<file path="config.mk">
export PLATFORM = sky130hd
export DESIGN_NAME = regsel_decode
export DESIGN_NICKNAME = d
export VERILOG_FILES = /design/src/rtl/regsel_decode.sv
export SDC_FILE = /design/constraint.sdc
export NUM_CORES = 1
export LEC_CHECK = 0
export ABC_AREA = 1
export CORE_ASPECT_RATIO = 1.1
export CORE_UTILIZATION = 45
export CTS_CLUSTER_DIAMETER = 120
export DETAILED_ROUTE_END_ITERATION = 6
export DONT_BUFFER_PORTS = 1
export GPL_ROUTABILITY_DRIVEN = 0
export SLEW_MARGIN = 20
export SYNTH_ARGS = -nofsm -noshare
export SYNTH_HDL_FRONTEND = slang
export SYNTH_SLANG_ARGS = --single-unit
</file>
<file path="constraint.sdc">
create_clock -name clk -period 2.3 [get_ports clk]
set_clock_uncertainty 0.05 [all_clocks]
set_input_delay 0.345 -clock clk [delete_from_list [all_inputs] [get_ports clk]]
set_output_delay 0.345 -clock clk [all_outputs]
set_load 0.01 [all_outputs]
</file>
<file path="src/rtl/regsel_decode.sv">
// Register-select decode stage.
// Captures the fetched instruction into ir and drives the register file's
// one-hot read selects (rs -> Aselect, rt -> Bselect) and the sign-extended
// immediate straight from ir. The destination register is decoded to a
// one-hot write select and carried through a WB_DEPTH-deep pipe so that
// Dselect arrives together with the write-back data.
//
// Bit 0 of every select is the "no write" / r0 encoding; the register file
// discards r0 writes, so bubbles, stores, branches and rd=0 all use 32'h1.
//
// Handshake: there is no valid/ready pair here. The destination pipe advances
// on every clock edge unconditionally; stall and flush never freeze it, they
// only inject a bubble (32'h1) at its head. wb_valid is a qualifier only: it
// is high in exactly the cycles where Dselect names a register other than r0.
//
// WB_DEPTH: edges from instruction capture to Dselect, legal range 1..8.

module regsel_decode #(
    parameter int WB_DEPTH = 3
) (
    input  logic        clk,
    input  logic        reset,
    input  logic [31:0] ibus,
    input  logic        stall,
    input  logic        flush,
    output logic [31:0] Aselect,
    output logic [31:0] Bselect,
    output logic [31:0] Dselect,
    output logic [31:0] imm,
    output logic        wb_valid
);

    localparam logic [31:0] SEL_NONE = 32'h0000_0001;

    // ID instruction register and destination pipe; r_dpipe[0] is the
    // youngest stage, r_dpipe[WB_DEPTH-1] feeds the register file.
    logic [31:0] r_ir;
    logic [31:0] r_dpipe [WB_DEPTH];

    logic [5:0]  w_opcode;
    logic [31:0] w_dest;
    logic        w_bubble;

    assign w_opcode = r_ir[31:26];
    assign w_bubble = stall | flush;

    // Instruction register: reset, then flush (NOP), then stall (hold), else load.
    always_ff @(posedge clk) begin
        if (reset) begin
            r_ir <= 32'h0;
        end else if (flush) begin
            r_ir <= 32'h0;
        end else if (!stall) begin
            r_ir <= ibus;
        end
    end

    // Destination decode: R-type writes rd, branches and stores write nothing,
    // every other opcode is an I-type that writes rt.
    always_comb begin
        w_dest = SEL_NONE << r_ir[20:16];
        casez (w_opcode)
            6'b000000: w_dest = SEL_NONE << r_ir[15:11];
            6'b000100,
            6'b000101: w_dest = SEL_NONE;
            6'b101???: w_dest = SEL_NONE;
            default:   w_dest = SEL_NONE << r_ir[20:16];
        endcase
    end

    // Destination pipe: always shifts; a stalled or flushed ID slot enters as a bubble.
    always_ff @(posedge clk) begin
        if (reset) begin
            for (int k = 0; k < WB_DEPTH; k++) begin
                r_dpipe[k] <= SEL_NONE;
            end
        end else begin
            r_dpipe[0] <= w_bubble ? SEL_NONE : w_dest;
            for (int k = 1; k < WB_DEPTH; k++) begin
                r_dpipe[k] <= r_dpipe[k-1];
            end
        end
    end

    assign Aselect  = SEL_NONE << r_ir[25:21];
    assign Bselect  = SEL_NONE << r_ir[20:16];
    assign imm      = {{16{r_ir[15]}}, r_ir[15:0]};
    assign Dselect  = r_dpipe[WB_DEPTH-1];
    assign wb_valid = ~Dselect[0];

endmodule

</file>
After elaboration in Yosys (flattened, before gate mapping) --
Memory sizes are Yosys's and may differ from the RTL's. Cells that the tools add are included.
Storage, ports and cells: memory bits (writable) 96, memories kept 1, word-level logic and storage cells 24, output and inout port bits 129, register bits 32
Memories:
- r_dpipe | words 3, width 32, read ports 3, clocked after memory_dff 0, wr ports 3, line 38 | logic [31:0] r_dpipe [WB_DEPTH];
Operators by class: bitwise logic cells 5, eq/ne operators 3, multiplexer cells 8, reductions and logical operators 3, shift operators 3
Operators by type and width (number):
- 2-to-1 mux 32 bit | 4
- << shifter 1 x 5 -> 32 bit (first input constant) | 3
- one-hot mux 32 bit (2 select lines) | 1
- equality test 6 x 3 -> 1 bit (second input constant) | 2
- logical NOT 6 bit | 1
- OR 1 bit | 4
- equality test 3 bit (second input constant) | 1
- 2-to-1 mux 1 bit | 3
- OR reduction 3 bit | 1
- OR reduction 2 bit | 1
- NOT 1 bit | 1

Depth between registers and ports, before layout --
depth after elaboration 5, mapped depth 7

Worst setup path before layout --
No wires, ideal clock.
path type register to output, start point register r_ir[25], end point output port Aselect[16], arrival time 1.021 ns, path slack 0.884 ns, stages on the path, launching flop included 5, data required time 1.905 ns, cell sequence dfxtp_1 > buf_2 > clkinv_1 > clkbuf_1 > nor2_1
Between the ends: longest elaborated chain between the ends 1
Ends and longest elaborated chain:
- start, declared | line 37 | logic [31:0] r_ir;
- start signal, assigned | line 54 | r_ir <= ibus;
- << shifter 1 x 5 -> 32 bit | line 85 | assign Aselect = SEL_NONE << r_ir[25:21];
- end, declared | line 26 | output logic [31:0] Aselect,
No other way between the ends.

Final worst setup path --
start point register r_ir[20], end point output port Bselect[20]
Between the ends: longest elaborated chain between the ends 1
Ends and longest elaborated chain:
- << shifter 1 x 5 -> 32 bit | line 86 | assign Bselect = SEL_NONE << r_ir[20:16];
- end, declared | line 27 | output logic [31:0] Bselect,
No other way between the ends.

==> qor.yml <==
stdcell_count: 776
fp-row-count: 41
clk_pin_slew_ns: 0.06
p_per_area_nw_per_um2: 960.7
port_buffers: 0
comb_power_share_pct: 4.6
ys_seq_area_share_pct: 48.54
synth_edf_count: 0
cts_sinks: 128
grt_max_degree: 65
cts_inserted_buffers: 17
p_leak_nw: 1.953
antenna_found_initial: 0
crit_required_ns: 1.90
criticalPathCategory: "flop to output port"
setup_ws_ns: 0.07076
setup_violations: 0
dieArea_um2: 12170
syn_nets: 726
drive_gt1_share_pct: 10.22
synth_top_family_by_area: "simple AND/OR/NAND/NOR gates"
drt-pass1-iter-count: 4
vias: 3799
path_max_fanout: 17
fillers: 1134
grt_usage_pct: 18.93
ant_nets: 0
route.detailed.drc: 0
synth_cell_types: 24
synth-simple-area-share_pct: 24.20
synth-async-reset-ratio_pct: 0
synthesis.area_um2: 5279
synthXorXnorAreaFrac_pct: 0
post_synth.cell_area_avg_um2: 7.650
die_h_um: 115.6
crit_path_end_kind: "output port"
initial_utilization_pct: 46.14
grt_overflow_total: 0
cp-start-kind: "flop"
die_w_um: 105.3
p_int_mw: 4.067
power_switching_share_pct: 22.54
syn_inst: 690
synth-seq-cells: 128
dp_slack_ns: 0.4392
post-cts-setup-buffers: 0
final_core_util_pct: 47.77
clkPwrFrac_pct: 52.0
finalNetCount: 649
avgRoutedWirePerCell_um: 14.35
status: "finished, final reports clean"
grt_pass1_vias: 3329
drt_iter0_markers: 226
synthTopCellsByArea: "dfxtp_1, nor2_1, buf_4"
layout_commonest_cell: "nor2_1"
rsz0062_at_grt: "true"
yosysTopAreaCell: "dfxtp_1"
seqCellArea_um2: 2564
slew_headroom_pct: 50.39
wirelength_um: 11130
crit_arrival_ns: 1.83
switchingPower_mw: 1.183
reg2reg_slack_ns: 0.50
hold_class: "input port to flop"
diodes: 0
routed_via_density: 4.896
coreArea_um2: 11440
vdd.ir_drop.worst_mv: 0.4771
htreeDepth: 4
dpl.cell_count: 742
grt_pass1_wl_um: 17330
drv_cap: 0
hold_slack_ns: 0.02426
hold_viol_final: 0
multi_input_comb_area_um2: 1714
min_period_over_period_pct: 96.92
cts_root_buf: "clkbuf_16"
mostFrequentLayoutCells: "nor2_1, dfxtp_1, nand2_1, inv_1, a21oi_1"
finalCriticalPeriod_ns: 2.229
yosysWarnings: 0
slew_viol_final: 0
muxShareOfSynthArea_pct: 0
cts_tree: "done"
tightest_slew_ns: 0.7417
synth.top_cell.area_share_pct: 48.54
clk_path_buf_depth: 2
pwr-share-seq_pct: 43.5
clk_latency_ns: 0.41
max_freq_mhz: 448.6
synth_fa_ha_area_share_pct: 0
ys.flop_type: "dfxtp_1"
hpwl_um: 7961
synth_compound_area_share_pct: 8.082
io_pins: 165
area_delta_synth_final_pct: 3.532
==> final timing paths <==
check / startpoint / cells past startpoint / end
max: r_ir[20]$_SDFFE_PP0N_ / 2 / Bselect[20]
min: stall / 2 / r_ir[6]$_SDFFE_PP0N_
max reg2reg: r_ir[20]$_SDFFE_PP0N_ / 4 / r_dpipe[0][20]$_SDFF_PP0_
min reg2reg: r_dpipe[0][16]$_SDFF_PP0_ / 2 / r_dpipe[0][48]$_SDFF_PP0_
==> through the flow <==
step           setup TNS [ns]  instance area, um2  power [mW]
2_1_floorplan               0                5279       2.570
3_3_place_gp                0                4805       2.536
3_5_place_dp                0                4805       2.543
4_1_cts                     0                5455       5.318
5_1_grt              -0.09285                5465       5.465
6_report                    0                5465       5.251
==> final cells by class <==
type	instances	share of cell area, %
flip-flops and latches	128	46.91
multi-input cells	376	31.36
clock buffers	20	8.356
inverters	83	5.701
repair buffers	7	1.374
well taps	150	3.434
clock inverters	12	2.862
==> power groups by stage <==
| stage | registers, mW | clock network [mW] | logic [mW] |
|---|---|---|---|
| 5_1_grt | 2.28 | 2.91 | 0.269 |
| 6_report | 2.28 | 2.73 | 0.240 |
| 2_1_floorplan | 2.30 | 0 | 0.266 |
| 3_5_place_dp | 2.33 | 0 | 0.215 |
| 4_1_cts | 2.28 | 2.80 | 0.243 |
| 3_3_place_gp | 2.33 | 0 | 0.210 |
==> cell usage after synthesis (6+ instances only) <==
library cell and count:
a21oi_1 57, a21oi_2 7, buf_2 17, buf_4 66
buf_6 6, clkbuf_1 13, dfxtp_1 128, inv_1 73
nand2_1 98, nand3_1 19, nand4_1 22, nor2_1 136
nor3_1 8, o21ai_0 16
==> state kept, by name, indices dropped and copies added (netlist names) <==
signal,flops
r_ir,32
r_dpipe,96
==> metal layers <==
metal	global-route usage, %	part of all wire, %	up-vias
li1	-	-	1909
met1	21.23	40	1696
met2	30.09	47	170
met3	9.280	10	24
met4	9.484	2.7	0
met5	0	0	-
==> kinds of logic after synthesis <==
group,count (synthesis)
compound gates,80
flops,128
simple gates,296
buf+inv,186
==> what timing repair did <==
| action | 4_1_cts | 5_1_grt |
|---|---|---|
| hold buffers | 2 | 0 |
| gates resized for setup | 0 | 2 |
| endpoints found under the setup margin | 0 | 4 |
| hold endpoints to repair | 81 | 0 |
==> worst max-delay path: stages, from the launching register on <==
cell and delay [ns]:
dfxtp_1 0.68, inv_2 0.27, nor2_1 0.48
Power figures use the tool's default switching activity.
